===== src/rtl/alu_pkg.sv =====
// Shared types and constants for the 4-bit ALU sequencer: opcodes, FSM states,
// result bundle and the single-cycle operation helper.
package alu_pkg;

   localparam int DATA_W     = 4;
   localparam int RES_W      = 8;
   localparam int ITER_STEPS = 4;

   typedef enum logic [3:0] {
      OP_ADD  = 4'd0,
      OP_SUB  = 4'd1,
      OP_MUL  = 4'd2,
      OP_DIV  = 4'd3,
      OP_AND  = 4'd4,
      OP_OR   = 4'd5,
      OP_XOR  = 4'd6,
      OP_NOTA = 4'd7,
      OP_NOTB = 4'd8
   } opcode_t;

   typedef enum logic [1:0] {
      IDLE,
      EXEC,
      ITER,
      DONE
   } state_t;

   typedef struct packed {
      logic [RES_W-1:0]  data;
      logic [DATA_W-1:0] rem;
      logic              err;
   } result_t;

   function automatic result_t exec_op(input opcode_t op,
                                       input logic [DATA_W-1:0] a,
                                       input logic [DATA_W-1:0] b);
      result_t          r;
      logic [RES_W-1:0] a_x;
      logic [RES_W-1:0] b_x;
      r   = '0;
      a_x = {{(RES_W-DATA_W){1'b0}}, a};
      b_x = {{(RES_W-DATA_W){1'b0}}, b};
      case (op)
         OP_ADD:  r.data = a_x + b_x;
         OP_SUB:  r.data = a_x - b_x;
         // MUL only reaches the single-cycle path when B is zero
         OP_MUL:  r.data = '0;
         OP_DIV: begin
            r.data = '1;
            r.rem  = a;
            r.err  = 1'b1;
         end
         OP_AND:  r.data = a_x & b_x;
         OP_OR:   r.data = a_x | b_x;
         OP_XOR:  r.data = a_x ^ b_x;
         OP_NOTA: r.data = {{(RES_W-DATA_W){1'b0}}, ~a};
         OP_NOTB: r.data = {{(RES_W-DATA_W){1'b0}}, ~b};
         default: r.err  = 1'b1;
      endcase
      return r;
   endfunction

endpackage


===== src/rtl/alu_iter_unit.sv =====
// Iterative MUL (shift-add, LSB of B first) and DIV (restoring, MSB first) engine.
// Loaded on start, then runs one step per cycle; done marks the final step.
module alu_iter_unit
   import alu_pkg::*;
#(
   parameter int STEPS = ITER_STEPS
) (
   input  logic              clk,
   input  logic              rst,
   input  logic              start,
   input  opcode_t           op,
   input  logic [DATA_W-1:0] a,
   input  logic [DATA_W-1:0] b,
   output logic              done,
   output logic [RES_W-1:0]  result,
   output logic [DATA_W-1:0] remainder
);

   localparam int CW = (STEPS > 1) ? $clog2(STEPS) : 1;

   logic              running;
   logic              is_div;
   logic [CW-1:0]     step_cnt;
   logic [RES_W-1:0]  acc;
   logic [RES_W-1:0]  mcand;
   logic [DATA_W-1:0] shreg;
   logic [DATA_W-1:0] rem_q;
   logic [DATA_W-1:0] divisor;

   logic [RES_W-1:0]  acc_next;
   logic [DATA_W:0]   trial;
   logic              fits;
   logic [DATA_W-1:0] rem_next;
   logic [DATA_W-1:0] quo_next;

   // shreg holds the multiplier for MUL and the dividend/quotient for DIV
   always_comb begin
      acc_next  = acc + (shreg[0] ? mcand : '0);
      trial     = {rem_q, shreg[DATA_W-1]};
      fits      = (trial >= {1'b0, divisor});
      rem_next  = fits ? DATA_W'(trial - {1'b0, divisor}) : trial[DATA_W-1:0];
      quo_next  = {shreg[DATA_W-2:0], fits};
      done      = running && (step_cnt == CW'(STEPS - 1));
      result    = is_div ? {{(RES_W-DATA_W){1'b0}}, quo_next} : acc_next;
      remainder = is_div ? rem_next : '0;
   end

   always_ff @(posedge clk) begin
      if (rst) begin
         running  <= 1'b0;
         is_div   <= 1'b0;
         step_cnt <= '0;
         acc      <= '0;
         mcand    <= '0;
         shreg    <= '0;
         rem_q    <= '0;
         divisor  <= '0;
      end else if (start) begin
         running  <= 1'b1;
         is_div   <= (op == OP_DIV);
         step_cnt <= '0;
         acc      <= '0;
         mcand    <= {{(RES_W-DATA_W){1'b0}}, a};
         shreg    <= (op == OP_DIV) ? a : b;
         rem_q    <= '0;
         divisor  <= b;
      end else if (running) begin
         if (done) begin
            running  <= 1'b0;
            step_cnt <= '0;
         end else begin
            step_cnt <= step_cnt + 1'b1;
         end
         acc   <= acc_next;
         mcand <= mcand << 1;
         shreg <= is_div ? quo_next : (shreg >> 1);
         rem_q <= rem_next;
      end
   end

endmodule


===== src/rtl/alu_op_sequencer.sv =====
// Command-driven sequencer around the 4-bit ALU: valid/ready command intake,
// single-cycle or iterative execution, held result and saturating op counter.
module alu_op_sequencer #(
   parameter int CNT_W      = 16,
   parameter int ITER_STEPS = 4
) (
   input  logic             clk,
   input  logic             rst,
   input  logic             cmd_valid,
   output logic             cmd_ready,
   input  logic [3:0]       cmd_op,
   input  logic [3:0]       cmd_a,
   input  logic [3:0]       cmd_b,
   output logic             res_valid,
   input  logic             res_ready,
   output logic [7:0]       res_data,
   output logic [3:0]       res_rem,
   output logic             res_err,
   output logic             busy,
   output logic [CNT_W-1:0] op_count
);

   import alu_pkg::*;

   state_t            state;
   opcode_t           op_q;
   logic [DATA_W-1:0] a_q;
   logic [DATA_W-1:0] b_q;

   opcode_t           cmd_opcode;
   logic              handshake;
   logic              to_iter;
   result_t           exec_res;

   logic              iter_done;
   logic [RES_W-1:0]  iter_result;
   logic [DATA_W-1:0] iter_rem;

   assign cmd_ready  = (state == IDLE) && !rst;
   assign busy       = (state != IDLE);
   assign cmd_opcode = opcode_t'(cmd_op);
   assign handshake  = cmd_valid && cmd_ready;
   assign to_iter    = ((cmd_opcode == OP_MUL) || (cmd_opcode == OP_DIV)) && (cmd_b != '0);
   assign exec_res   = exec_op(op_q, a_q, b_q);

   alu_iter_unit #(
      .STEPS(ITER_STEPS)
   ) u_iter (
      .clk       (clk),
      .rst       (rst),
      .start     (handshake && to_iter),
      .op        (cmd_opcode),
      .a         (cmd_a),
      .b         (cmd_b),
      .done      (iter_done),
      .result    (iter_result),
      .remainder (iter_rem)
   );

   // Control FSM; result registers only change on entry to DONE so they stay
   // stable for the whole time res_valid is high
   always_ff @(posedge clk) begin
      if (rst) begin
         state     <= IDLE;
         op_q      <= OP_ADD;
         a_q       <= '0;
         b_q       <= '0;
         res_valid <= 1'b0;
         res_data  <= '0;
         res_rem   <= '0;
         res_err   <= 1'b0;
         op_count  <= '0;
      end else begin
         case (state)
            IDLE: begin
               if (handshake) begin
                  op_q  <= cmd_opcode;
                  a_q   <= cmd_a;
                  b_q   <= cmd_b;
                  state <= to_iter ? ITER : EXEC;
               end
            end
            EXEC: begin
               res_data  <= exec_res.data;
               res_rem   <= exec_res.rem;
               res_err   <= exec_res.err;
               res_valid <= 1'b1;
               state     <= DONE;
            end
            ITER: begin
               if (iter_done) begin
                  res_data  <= iter_result;
                  res_rem   <= iter_rem;
                  res_err   <= 1'b0;
                  res_valid <= 1'b1;
                  state     <= DONE;
               end
            end
            DONE: begin
               if (res_ready) begin
                  res_valid <= 1'b0;
                  state     <= IDLE;
                  if (op_count != '1) begin
                     op_count <= op_count + 1'b1;
                  end
               end
            end
            default: state <= IDLE;
         endcase
      end
   end

endmodule


===== config.mk =====
export PLATFORM = sky130hd
export DESIGN_NAME = alu_op_sequencer
export DESIGN_NICKNAME = d
export VERILOG_FILES = /design/src/rtl/alu_pkg.sv /design/src/rtl/alu_iter_unit.sv /design/src/rtl/alu_op_sequencer.sv
export SDC_FILE = /design/constraint.sdc
export NUM_CORES = 1
export LEC_CHECK = 0
export BUFFER_PORTS_ARGS = -buffer_cell sky130_fd_sc_hd__buf_2
export CAP_MARGIN = 25
export CORE_ASPECT_RATIO = 1.75
export CORE_MARGIN = 1.5
export CORE_UTILIZATION = 55
export CTS_BUF_LIST = sky130_fd_sc_hd__clkbuf_4 sky130_fd_sc_hd__clkbuf_8
export CTS_CLUSTER_SIZE = 28
export DETAILED_ROUTE_END_ITERATION = 6
export GPL_ROUTABILITY_DRIVEN = 0
export GPL_TIMING_DRIVEN = 0
export PLACE_DENSITY = 0.78
export SLEW_MARGIN = 0
export SYNTH_ARGS = -nofsm -noshare
export SYNTH_HDL_FRONTEND = slang
export SYNTH_SLANG_ARGS = --single-unit

===== constraint.sdc =====
create_clock -name clk -period 2 [get_ports clk]
set_input_delay 0.4 -clock clk [delete_from_list [all_inputs] [get_ports clk]]
set_output_delay 0.4 -clock clk [all_outputs]
set_load 0.02 [all_outputs]

# After elaboration in Yosys (flattened, before gate mapping)
# Index checks and enable logic that the tools add are counted.
# classes
add_sub_neg	6
n_lt_le_gt_ge	1
n_eq_ne	18
muxes	31
bitwise	5
reduce_logical	21
# op_table
operator	n
$pmux W8 S8	1
$mux W4	10
$mux W8	3
$add A16 B1 Y16 const B	1
$eq A4 B2 Y1 const B	4
$eq A4 B3 Y1 const B	4
$ne A16 B16 Y1 const B	1
$pmux W8 S2	1
$mux W2	5
$reduce_and A3 Y1	3
$add A8 B8 Y8	1
$not A4 Y4	2
$pmux W2 S4	1
$pmux W4 S2	1
$reduce_or A8 Y1	1
$mux W1	7
$eq A2 B2 Y1 const B	3
$ne A2 B2 Y1 const B	3
$reduce_bool A2 Y1	3
$add A4 B4 Y5	1
$ge A5 B4 Y1	1
$logic_and A1 B1 Y1	5
$sub A4 B4 Y5	1
$and A4 B4 Y4	1
other kinds (17)	18
# totals
regBits	76
inputBits	16
out_inout_bits	32
wordCells	100

# Logic depth before layout (Yosys ltp)
# Gate-level depths: netlist of run 1.
# depth
word_depth	6
mapped_depth	10
ltp_nobuf	9

# Hierarchy
# A second synthesis of run 1 with hierarchy kept.
# hier_totals
cells_unflattened	569
area_unflattened_um2	4754.6
# by_module_without_submodules
module	n_inst	cells_each	area_each_um2	seq_area_each_um2
alu_op_sequencer	1	325	2732.6	880.8
alu_iter_unit	1	244	2021.9	640.6

# Least setup slack after synthesis of run 1
# Ideal clock, no wire load.
# synth_timing
path_kind	register to register
start	register u_iter.shreg[0]
end	register u_iter.acc[6]
setup_ps	122
arrival_ps	2035
required_ps	1878
slack_ps	-157
path_stages_with_launch	11
path_buffers	1
period_less_slack_ps	2157
path_cell_list	dfxtp_1 > clkbuf_1 > and2_1 > ha_1 > inv_1 > fa_1 > nor2b_1 > o31a_1 > o21a_1 > o2111a_1 > a311o_1
# synth_between
elab_chain_len	2
# synth_rtl
item	line_no	text
from (decl)	alu_iter_unit.sv:26	logic [DATA_W-1:0] shreg;
from (signal assigned)	alu_iter_unit.sv:64	shreg <= (op == OP_DIV) ? a : b;
from (signal assigned)	alu_iter_unit.sv:76	shreg <= is_div ? quo_next : (shreg >> 1);
$mux W8	alu_iter_unit.sv:38	acc_next = acc + (shreg[0] ? mcand : '0);
$add A8 B8 Y8	alu_iter_unit.sv:38	
to (signal assigned)	alu_iter_unit.sv:74	acc <= acc_next;
to (decl)	alu_iter_unit.sv:24	logic [RES_W-1:0] acc;
# No other way between the ends.
# A chain may end at the register's enable or synchronous reset.

# Final worst setup path of run 1
# Ends and elaborated chain as after synthesis.

==> results.yml, run 1 <==
clocking:
  cts_buffers: 9
  clockBufferDepth: 2
  clockRootBuffer: "clkbuf_8"
  cts_tree: "yes"
  ctsHoldBuffers: 0
  cts.sink_count: 76
  clock_latency_ns: 0.38
  cts.reportedPaths.clkPinSlew_ns: 0.08
  cts_max_level: 3
pwr:
  p_leak_nw: 2.168
  power.internal_mw: 3.078
  seqPwrFrac_pct: 36.9
  power.density_nw_per_um2: 877.8
  ir_worst_vdd_mv: 0.6657
  pwr-share-comb_pct: 35.5
  p_total_mw: 4.871
  clkPwrFrac_pct: 27.6
  p_sw_mw: 1.793
  sw_frac_of_total_pct: 36.82
min_path:
  hold_path.class: "in2reg"
global_route:
  antenna_found_initial: 0
  track_usage_pct: 30.44
  grt_overflow_total: 0
  grt_pass1_wl_um: 21300
  grt_pass1_vias: 4507
  grt_max_degree: 13
drt:
  drt_first_pass_iters: 5
  drt_wl_total_um: 13630
  route.detailed.drc: 0
  routedWlPerCell_um: 18.77
  num_vias: 4615
  drt_iter0_drc: 417
  ant_nets: 0
  via_per_inst: 6.357
worst_setup_path:
  crit_slowest_cell: "dfxtp_4"
  crit_arrival_ns: 2.33
  required_ns: 2.26
  criticalPathCategory: "reg2reg"
  crit_chain: "and2_4 -> ha_4 -> inv_2 -> fa_2 -> nor2b_2 -> o31a_1 -> o21a_1 -> o2111a_1 -> a311o_1"
  slowest_delay_ns: 0.37
  setup.worst_path.end_class: "flop"
  crit_fanout: 6
  cp-start-kind: "flop"
run:
  maxCapViolCount: 0
cells_and_area:
  syn2layout_area_growth_pct: 19.38
  layout-drive-gt1-share_pct: 22.71
  antenna_cells: 0
  final_common_cell: "dfxtp_1"
  nets: 679
  layout_common_cells: "dfxtp_1, nor2_1, buf_2"
  utilization_pct: 67.20
sta:
  hold_viol: 0
  max_slew_margin_pct: 51.28
  slew_violations: 0
  fin_setup_tns_ns: -0.2961
  worst_pin_slew_ns: 0.7307
  max_freq_mhz: 482.1
  rsz0062_at_grt: "yes"
  setup_slack_ns: -0.07415
  fin_worst_skew_ns: 0.01533
  min_period_ns: 2.074
  final-setup-viol-count: 6
  period_share_pct: 103.7
synth:
  yosysTopAreaCell: "dfxtp_1"
  async_flop_share_pct: 0
  syn_inst: 562
  synth.area.top_cells: "dfxtp_1, ha_1, nor2_1, mux2i_1, nand2_1"
  yosys.area.top_type_share_pct: 32.73
  ys_warn_count: 0
  synth.avg_cell_area_um2: 8.271
  synth_area_um2: 4648
  ys_ff_latch: 76
  yosysSeqAreaShare_pct: 32.73
  synth_ff_type: "dfxtp_1"
  synth_edf_count: 0
  syn_nets: 611
  ys_types: 69
placement:
  port_buffers: 47
  place_hpwl_um: 10090
status:
  status: "complete, but fails checks"
  violations: "negative setup slack"
floorplanning:
  die_area_um2: 9034
  ios: 48
  die_x_um: 72.50
  dieHeight_um: 124.6
  start_util_pct: 56.29
  row_count: 44
  core-area_um2: 8258
metrics by stage:
step | hold slack (ns) | area (µm²) | std cells | setup WS (ns)
floorplan | 0.4363 | 4688 | 562 | -0.1131
finish | 0.2399 | 5549 | 726 | -0.07415
global placement | 0.4464 | 5039 | 701 | -0.2725
global route | 0.2710 | 5549 | 726 | -0.1115
detailed placement | 0.4490 | 5039 | 701 | -0.2920
CTS | 0.2394 | 5336 | 718 | -0.1183
worst max-delay path, delay by kind of cell, from the launching register on:
family                   cells  cell delay (ns)
AO/OA/AOI/OAI                4             1.00
adder cells (fa/ha/maj)      2             0.36
buffers and inverters        1             0.05
flip-flops                   1             0.37
AND/OR/NAND/NOR              2             0.20
metal layers:
metal / vias up / track usage (%) / share of wire (%)
li1: 2158 / - / -
met1: 2172 / 32.07 / 36
met2: 214 / 50.44 / 51
met3: 71 / 6.392 / 5.1
met4: 0 / 24.64 / 7.8
met5: - / 0 / 0
cell usage after synthesis, types with 5 or more instances:
cell,count
a211oi_1,11
a21oi_1,35
a31oi_1,6
a32oi_1,5
and2_1,11
and3_1,5
buf_2,11
clkbuf_1,20
dfxtp_1,76
ha_1,29
inv_1,31
mux2i_1,19
nand2_1,48
nand2b_1,9
nand3_1,21
nand4_1,7
nor2_1,62
nor2b_1,6
nor3_1,11
nor4_1,5
o211ai_1,8
o21a_1,6
o21ai_0,17
o31ai_1,12
or3_1,5
xor2_1,15
cells by family (layout without fill, tap and decap cells):
| family | after synthesis | in the layout | synth area share, % |
|---|---|---|---|
| AND/OR/NAND/NOR | 209 | 209 | 22.67 |
| flip-flops | 76 | 76 | 32.73 |
| XOR/XNOR | 19 | 19 | 3.580 |
| multiplexers | 21 | 21 | 4.576 |
| buffers and inverters | 64 | 136 | 5.707 |
| AO/OA/AOI/OAI | 140 | 140 | 21.21 |
| adder cells (fa/ha/maj) | 33 | 33 | 9.529 |
state kept, by name (all words and copies together), names as in the netlist:
name and flops:
op_count 16, res_data 8, u_iter.acc 8, u_iter.mcand 8
a_q 4, b_q 4, op_q 4, res_rem 4
u_iter.divisor 4, u_iter.rem_q 4, u_iter.shreg 4, state 2
u_iter.step_cnt 2, res_err 1, res_valid 1, u_iter.is_div 1
u_iter.running 1
final timing paths:
path                                                      from  slack (ns)  cells after the start                              to
worst max-delay path              u_iter.shreg[0]$_SDFFE_PP0P_       -0.07                      9      u_iter.acc[6]$_SDFFE_PP0P_
worst min-delay path                                 cmd_op[1]        0.24                      3            op_q[1]$_SDFFE_PP0P_
worst max register to register    u_iter.shreg[0]$_SDFFE_PP0P_       -0.07                      9      u_iter.acc[6]$_SDFFE_PP0P_
worst min register to register  u_iter.divisor[3]$_SDFFE_PP0P_        0.46                      2  u_iter.divisor[3]$_SDFFE_PP0P_
layout make-up:
class | count | area, µm²
inverters | 31 | 118.9
repair buffers | 59 | 325.3
well taps | 92 | 115.1
clock inverters | 4 | 72.57
flip-flops and latches | 76 | 1541
clock buffers | 11 | 151.4
multi-input cells | 422 | 3080
plain buffers | 31 | 143.9
fillers | 660 | 2709
power by group through the flow:
stage	Clock [mW]	Sequential [mW]	Combinational [mW]
3_3_place_gp	0	1.81	1.54
2_1_floorplan	0	1.87	1.04
4_1_cts	1.35	1.78	1.62
6_report	1.34	1.80	1.73
3_5_place_dp	0	1.82	1.57
5_1_grt	1.43	1.81	1.87
timing repair:
item,CTS,global route
setup buffers,4,8
pin swaps,7,14
resized for setup,20,36
setup endpoints to repair,31,27
Note: power is estimated with default switching activity, not from simulation.
==> run 2: changes to the inputs <==
--- a/config.mk
+++ b/config.mk
@@ -8,7 +8,7 @@
 export BUFFER_PORTS_ARGS = -buffer_cell sky130_fd_sc_hd__buf_2
 export CAP_MARGIN = 25
 export CORE_ASPECT_RATIO = 1.75
-export CORE_MARGIN = 1.5
+export CORE_MARGIN = 3
 export CORE_UTILIZATION = 55
 export CTS_BUF_LIST = sky130_fd_sc_hd__clkbuf_4 sky130_fd_sc_hd__clkbuf_8
 export CTS_CLUSTER_SIZE = 28
==> results.yml, run 2 (synthesis results as in run 1) <==
worst_setup_path:
  crit_chain: "and2_4 -> ha_4 -> inv_2 -> fa_2 -> nor2b_2 -> o31a_1 -> o21a_1 -> o2111a_1 -> a311o_1"
  setup.worst_path.end_class: "flop"
  reg2regPathDepth: 9
  cpLargestDelayFamily: "compound AO/OA/AOI/OAI gates"
  r2r_start: "u_iter.shreg[0]$_SDFFE_PP0P_"
  criticalPathCategory: "reg2reg"
  crit_arrival_ns: 2.36
  worst-path-buf-inv: 1
  r2r_slack_ns: -0.11
  cp-start-kind: "flop"
  required_ns: 2.26
  crit_fanout: 6
  slowest_delay_ns: 0.37
  crit_slowest_cell: "dfxtp_4"
  r2r_end: "u_iter.acc[6]$_SDFFE_PP0P_"
clocking:
  clockBufferDepth: 2
  cts.sink_count: 76
  clockRootBuffer: "clkbuf_8"
  ctsHoldBuffers: 0
  cts_tree: "yes"
  cts.reportedPaths.clkPinSlew_ns: 0.08
  cts_max_level: 3
  clock_latency_ns: 0.37
  cts_buffers: 9
pwr:
  p_total_mw: 4.788
  power.density_nw_per_um2: 849.2
  ir_worst_vdd_mv: 0.6046
  p_leak_nw: 2.170
cells_and_area:
  largest_reg_flops: 16
  antenna_cells: 0
  nets: 682
  syn2layout_area_growth_pct: 21.29
  layout_common_cells: "dfxtp_1, nor2_1, buf_2"
  largest-register: "op_count"
  final_common_cell: "dfxtp_1"
  postLayoutCellArea_um2: 5638
  layout-drive-gt1-share_pct: 24.49
floorplanning:
  row_count: 43
  core-area_um2: 8070
  die_x_um: 75.50
  start_util_pct: 57.60
  dieHeight_um: 127.6
  die_area_um2: 9634
  ios: 48
global_route:
  grtUsageMet2_pct: 50.64
  busiest_layer: "met2"
  track_usage_pct: 29.97
  grt_pass1_vias: 4626
  grt_overflow_total: 0
  use_met3_pct: 6.063
  grt_pass1_wl_um: 22260
  grt_max_degree: 13
  antenna_found_initial: 0
  met1_usage_pct: 31.94
sta:
  period_share_pct: 105.3
  final-setup-viol-count: 5
  slew_violations: 0
  setup_slack_ns: -0.1065
  hold_viol: 0
  fin_worst_skew_ns: 0.01098
  max_slew_margin_pct: 50.76
  whs_ns: 0.2384
  worst_pin_slew_ns: 0.7386
  max_freq_mhz: 474.7
  min_period_ns: 2.107
  rsz0062_at_grt: "yes"
placement:
  port_buffers: 47
  place_hpwl_um: 10190
  place_area_um2: 5036
drt:
  via_per_inst: 6.484
  drt_iter0_drc: 413
  drt_first_pass_iters: 5
  num_vias: 4714
  ant_nets: 0
  routedWlPerCell_um: 19.81
  drt_wl_total_um: 14400
  route.detailed.drc: 0
min_path:
  hp-start: "cmd_op[1]"
  holdPathStages: 3
  worstHoldEndpoint: "op_q[1]$_SDFFE_PP0P_"
  hold_path.class: "in2reg"
run:
  maxCapViolCount: 0
status:
  status: "complete, but fails checks"
  violations: "negative setup slack"
==> run 2: changes by cell type in the layout (fill, tap and decap cells not counted), moves of 3 or more <==
cell	delta
buf_6	+3
ha_1	-4
ha_2	+4
a21oi_4	+3
==> run 2: routing by layer <==
layer	share of wire [%]	vias up
li1	-	2177
met5	0	-
met3	5.9	82
met4	7.1	0
met2	50	227
met1	37	2228
==> run 2: power by group <==
group | switching (mW) | internal (mW)
sequential | 0.130 | 1.67
clock | 0.593 | 0.597
combinational | 1.11 | 0.689
total | 1.84 | 2.95
==> run 2: final cells by class <==
type	count	area (µm²)
buffer	31	148.9
clock buffer	10	137.6
clock inverter	5	52.55
fill	625	2432
inverter	31	116.4
multi-input combinational	422	3174
sequential	76	1539
tap	90	112.6
timing repair buffer	62	356.6
==> run 2: through the flow <==
stage	TNS (ns)	instances	util (%)	setup slack, ns
final	-0.2921	727	69.86	-0.1065
after floorplan	-0.1633	562	-	-0.1131
after detailed placement	-6.780	699	62.40	-0.2658
after global placement	-6.149	699	62.40	-0.2763
after global routing	-0.7215	727	69.86	-0.1714
after CTS	-0.4689	720	66.73	-0.1591
==> run 2: worst min-delay path: cells and delay by family <==
kind / cells / cell delay, ns
simple gates: 1 / 0.04
buf+inv: 1 / 0.09
compound gates: 1 / 0.05
==> run 2: how the worst max path moves through the flow <==
stage / startpoint / cells past startpoint / slack, ns / end
after floorplan: u_iter.shreg[0]$_SDFFE_PP0P_ / 10 / -0.11 / u_iter.acc[6]$_SDFFE_PP0P_
after global placement: cmd_op[2] / 7 / -0.28 / u_iter.acc[6]$_SDFFE_PP0P_
after detailed placement: cmd_op[2] / 7 / -0.27 / u_iter.acc[6]$_SDFFE_PP0P_
after CTS: u_iter.shreg[0]$_SDFFE_PP0P_ / 10 / -0.16 / u_iter.acc[6]$_SDFFE_PP0P_
after global routing: u_iter.shreg[0]$_SDFFE_PP0P_ / 9 / -0.17 / u_iter.acc[6]$_SDFFE_PP0P_
final: u_iter.shreg[0]$_SDFFE_PP0P_ / 9 / -0.11 / u_iter.acc[6]$_SDFFE_PP0P_
==> run 2: repair_timing <==
action / CTS / global route
resized for setup: 25 / 51
buffers inserted: 7 / 8
pin swaps: 11 / 16
endpoints found under the setup margin: 30 / 27
==> run 3: changes to the inputs <==
--- a/config.mk
+++ b/config.mk
@@ -7,15 +7,17 @@
 export LEC_CHECK = 0
 export BUFFER_PORTS_ARGS = -buffer_cell sky130_fd_sc_hd__buf_2
 export CAP_MARGIN = 25
+export CELL_PAD_IN_SITES_DETAIL_PLACEMENT = 1
+export CELL_PAD_IN_SITES_GLOBAL_PLACEMENT = 2
 export CORE_ASPECT_RATIO = 1.75
 export CORE_MARGIN = 3
-export CORE_UTILIZATION = 55
+export CORE_UTILIZATION = 33
 export CTS_BUF_LIST = sky130_fd_sc_hd__clkbuf_4 sky130_fd_sc_hd__clkbuf_8
 export CTS_CLUSTER_SIZE = 28
 export DETAILED_ROUTE_END_ITERATION = 6
 export GPL_ROUTABILITY_DRIVEN = 0
 export GPL_TIMING_DRIVEN = 0
-export PLACE_DENSITY = 0.78
+export PLACE_DENSITY_LB_ADDON = 0.1
 export SLEW_MARGIN = 0
 export SYNTH_ARGS = -nofsm -noshare
 export SYNTH_HDL_FRONTEND = slang
==> results.yml, run 3 (synthesis results as in run 1) <==
status:
  status: "complete, but fails checks"
  violations: "negative setup slack"
clocking:
  cts_tree: "yes"
  clock_latency_ns: 0.35
  cts_max_level: 3
  clockRootBuffer: "clkbuf_8"
  ctsHoldBuffers: 0
  cts_buffers: 9
  clockBufferDepth: 2
  cts.sink_count: 76
  cts.reportedPaths.clkPinSlew_ns: 0.08
floorplanning:
  die_x_um: 95.72
  start_util_pct: 34.20
  dieHeight_um: 163
  die_area_um2: 15600
  row_count: 56
  core-area_um2: 13590
  ios: 48
sta:
  period_share_pct: 106.4
  min_period_ns: 2.128
  setup_slack_ns: -0.1280
  slew_violations: 0
  final-setup-viol-count: 5
  worst_pin_slew_ns: 0.7732
  max_freq_mhz: 469.9
  hold_viol: 0
  max_slew_margin_pct: 48.45
  rsz0062_at_grt: "yes"
  fin_worst_skew_ns: 0.007755
cells_and_area:
  largest_reg_flops: 16
  layout-drive-gt1-share_pct: 26.66
  final_common_cell: "dfxtp_1"
  antenna_cells: 0
  postLayoutCellArea_um2: 5816
  nets: 679
  largest-register: "op_count"
  syn2layout_area_growth_pct: 25.11
  layout_common_cells: "dfxtp_1, nor2_1, buf_2"
drt:
  drt_first_pass_iters: 7
  drt_wl_total_um: 17040
  drt_iter0_drc: 167
  routedWlPerCell_um: 21.09
  via_per_inst: 5.606
  route.detailed.drc: 0
  num_vias: 4530
  ant_nets: 0
pwr:
  sw_frac_of_total_pct: 38.34
  power.internal_mw: 2.979
  p_sw_mw: 1.852
  clkPwrFrac_pct: 25.5
  pwr-share-comb_pct: 37.3
  power.density_nw_per_um2: 830.6
  p_leak_nw: 2.212
  seqPwrFrac_pct: 37.2
  ir_worst_vdd_mv: 0.3321
  p_total_mw: 4.830
global_route:
  grtUsageMet2_pct: 43.71
  use_met3_pct: 3.236
  grt_max_degree: 12
  grt_pass1_vias: 4855
  busiest_layer: "met2"
  grt_overflow_total: 0
  track_usage_pct: 22.55
  grt_pass1_wl_um: 26520
  met1_usage_pct: 23.16
  antenna_found_initial: 0
worst_setup_path:
  cpLargestDelayFamily: "compound AO/OA/AOI/OAI gates"
  cp-start-kind: "flop"
  crit_slowest_cell: "dfxtp_4"
  criticalPathCategory: "reg2reg"
  crit_arrival_ns: 2.37
  crit_chain: "and2_4 -> ha_4 -> inv_2 -> fa_2 -> nor2b_2 -> o31a_1 -> o21a_2 -> o2111a_1 -> a311o_1"
  worst-path-buf-inv: 1
  slowest_delay_ns: 0.38
  required_ns: 2.24
  crit_fanout: 6
  setup.worst_path.end_class: "flop"
run:
  maxCapViolCount: 0
min_path:
  hold_path.class: "in2reg"
placement:
  port_buffers: 47
  place_area_um2: 5141
  place_hpwl_um: 13060
run 3: worst paths after layout:
check                                       from                        endpoint  slack [ns]  cells after the start
setup / recovery    u_iter.shreg[0]$_SDFFE_PP0P_      u_iter.acc[6]$_SDFFE_PP0P_       -0.13                      9
hold reg to reg   u_iter.divisor[3]$_SDFFE_PP0P_  u_iter.divisor[3]$_SDFFE_PP0P_        0.47                      2
setup reg to reg    u_iter.shreg[0]$_SDFFE_PP0P_      u_iter.acc[6]$_SDFFE_PP0P_       -0.13                      9
hold / removal                         cmd_op[1]            op_q[1]$_SDFFE_PP0P_        0.27                      3
run 3: cell type report:
type                            instances  area (µm²)
Clock inverter                          2       35.03
Tap cell                              174       217.7
Sequential cell                        76        1545
Buffer                                 31       153.9
Timing Repair Buffer                   59       352.8
Multi-Input combinational cell        422        3232
Fill cell                            1636        7777
Inverter                               31       118.9
Clock buffer                           13       160.2
run 3: power by group through the flow:
stage	Sequential (mW)	Clock (mW)	Combinational [mW]
final	1.80	1.23	1.80
after global routing	1.82	1.33	1.98
after CTS	1.79	1.27	1.72
after detailed placement	1.82	0	1.67
after global placement	1.81	0	1.64
after floorplan	1.87	0	1.04
run 3: worst min-delay path: stages:
cell and delay, ns:
buf_2 0.09, nand2_1 0.04, o21ai_0 0.06
run 3: stage by stage:
stage                     std cells  hold slack, ns  util [%]  worst slack [ns]  setup TNS [ns]
after floorplan                 562          0.4363         -           -0.1131         -0.1633
final                           808          0.2687     42.78           -0.1280         -0.3164
after global routing            808          0.2941     42.78           -0.1828         -0.8415
after global placement          783          0.4542     37.82           -0.4385          -16.45
after detailed placement        783          0.4579     37.82           -0.4583          -17.92
after CTS                       803          0.2449     40.78           -0.2146         -0.9202
run 3: timing repair:
action                                  CTS  global route
endpoints found under the setup margin   42            41
pin swaps                                22            21
resized for setup                        43            62
setup buffers                             6             6
run 3: per-layer routing:
| layer | vias up | share of wire (%) |
|---|---|---|
| li1 | 2167 | - |
| met1 | 2251 | 38 |
| met2 | 77 | 56 |
| met3 | 35 | 2.2 |
| met4 | 0 | 3.9 |
| met5 | - | 0 |
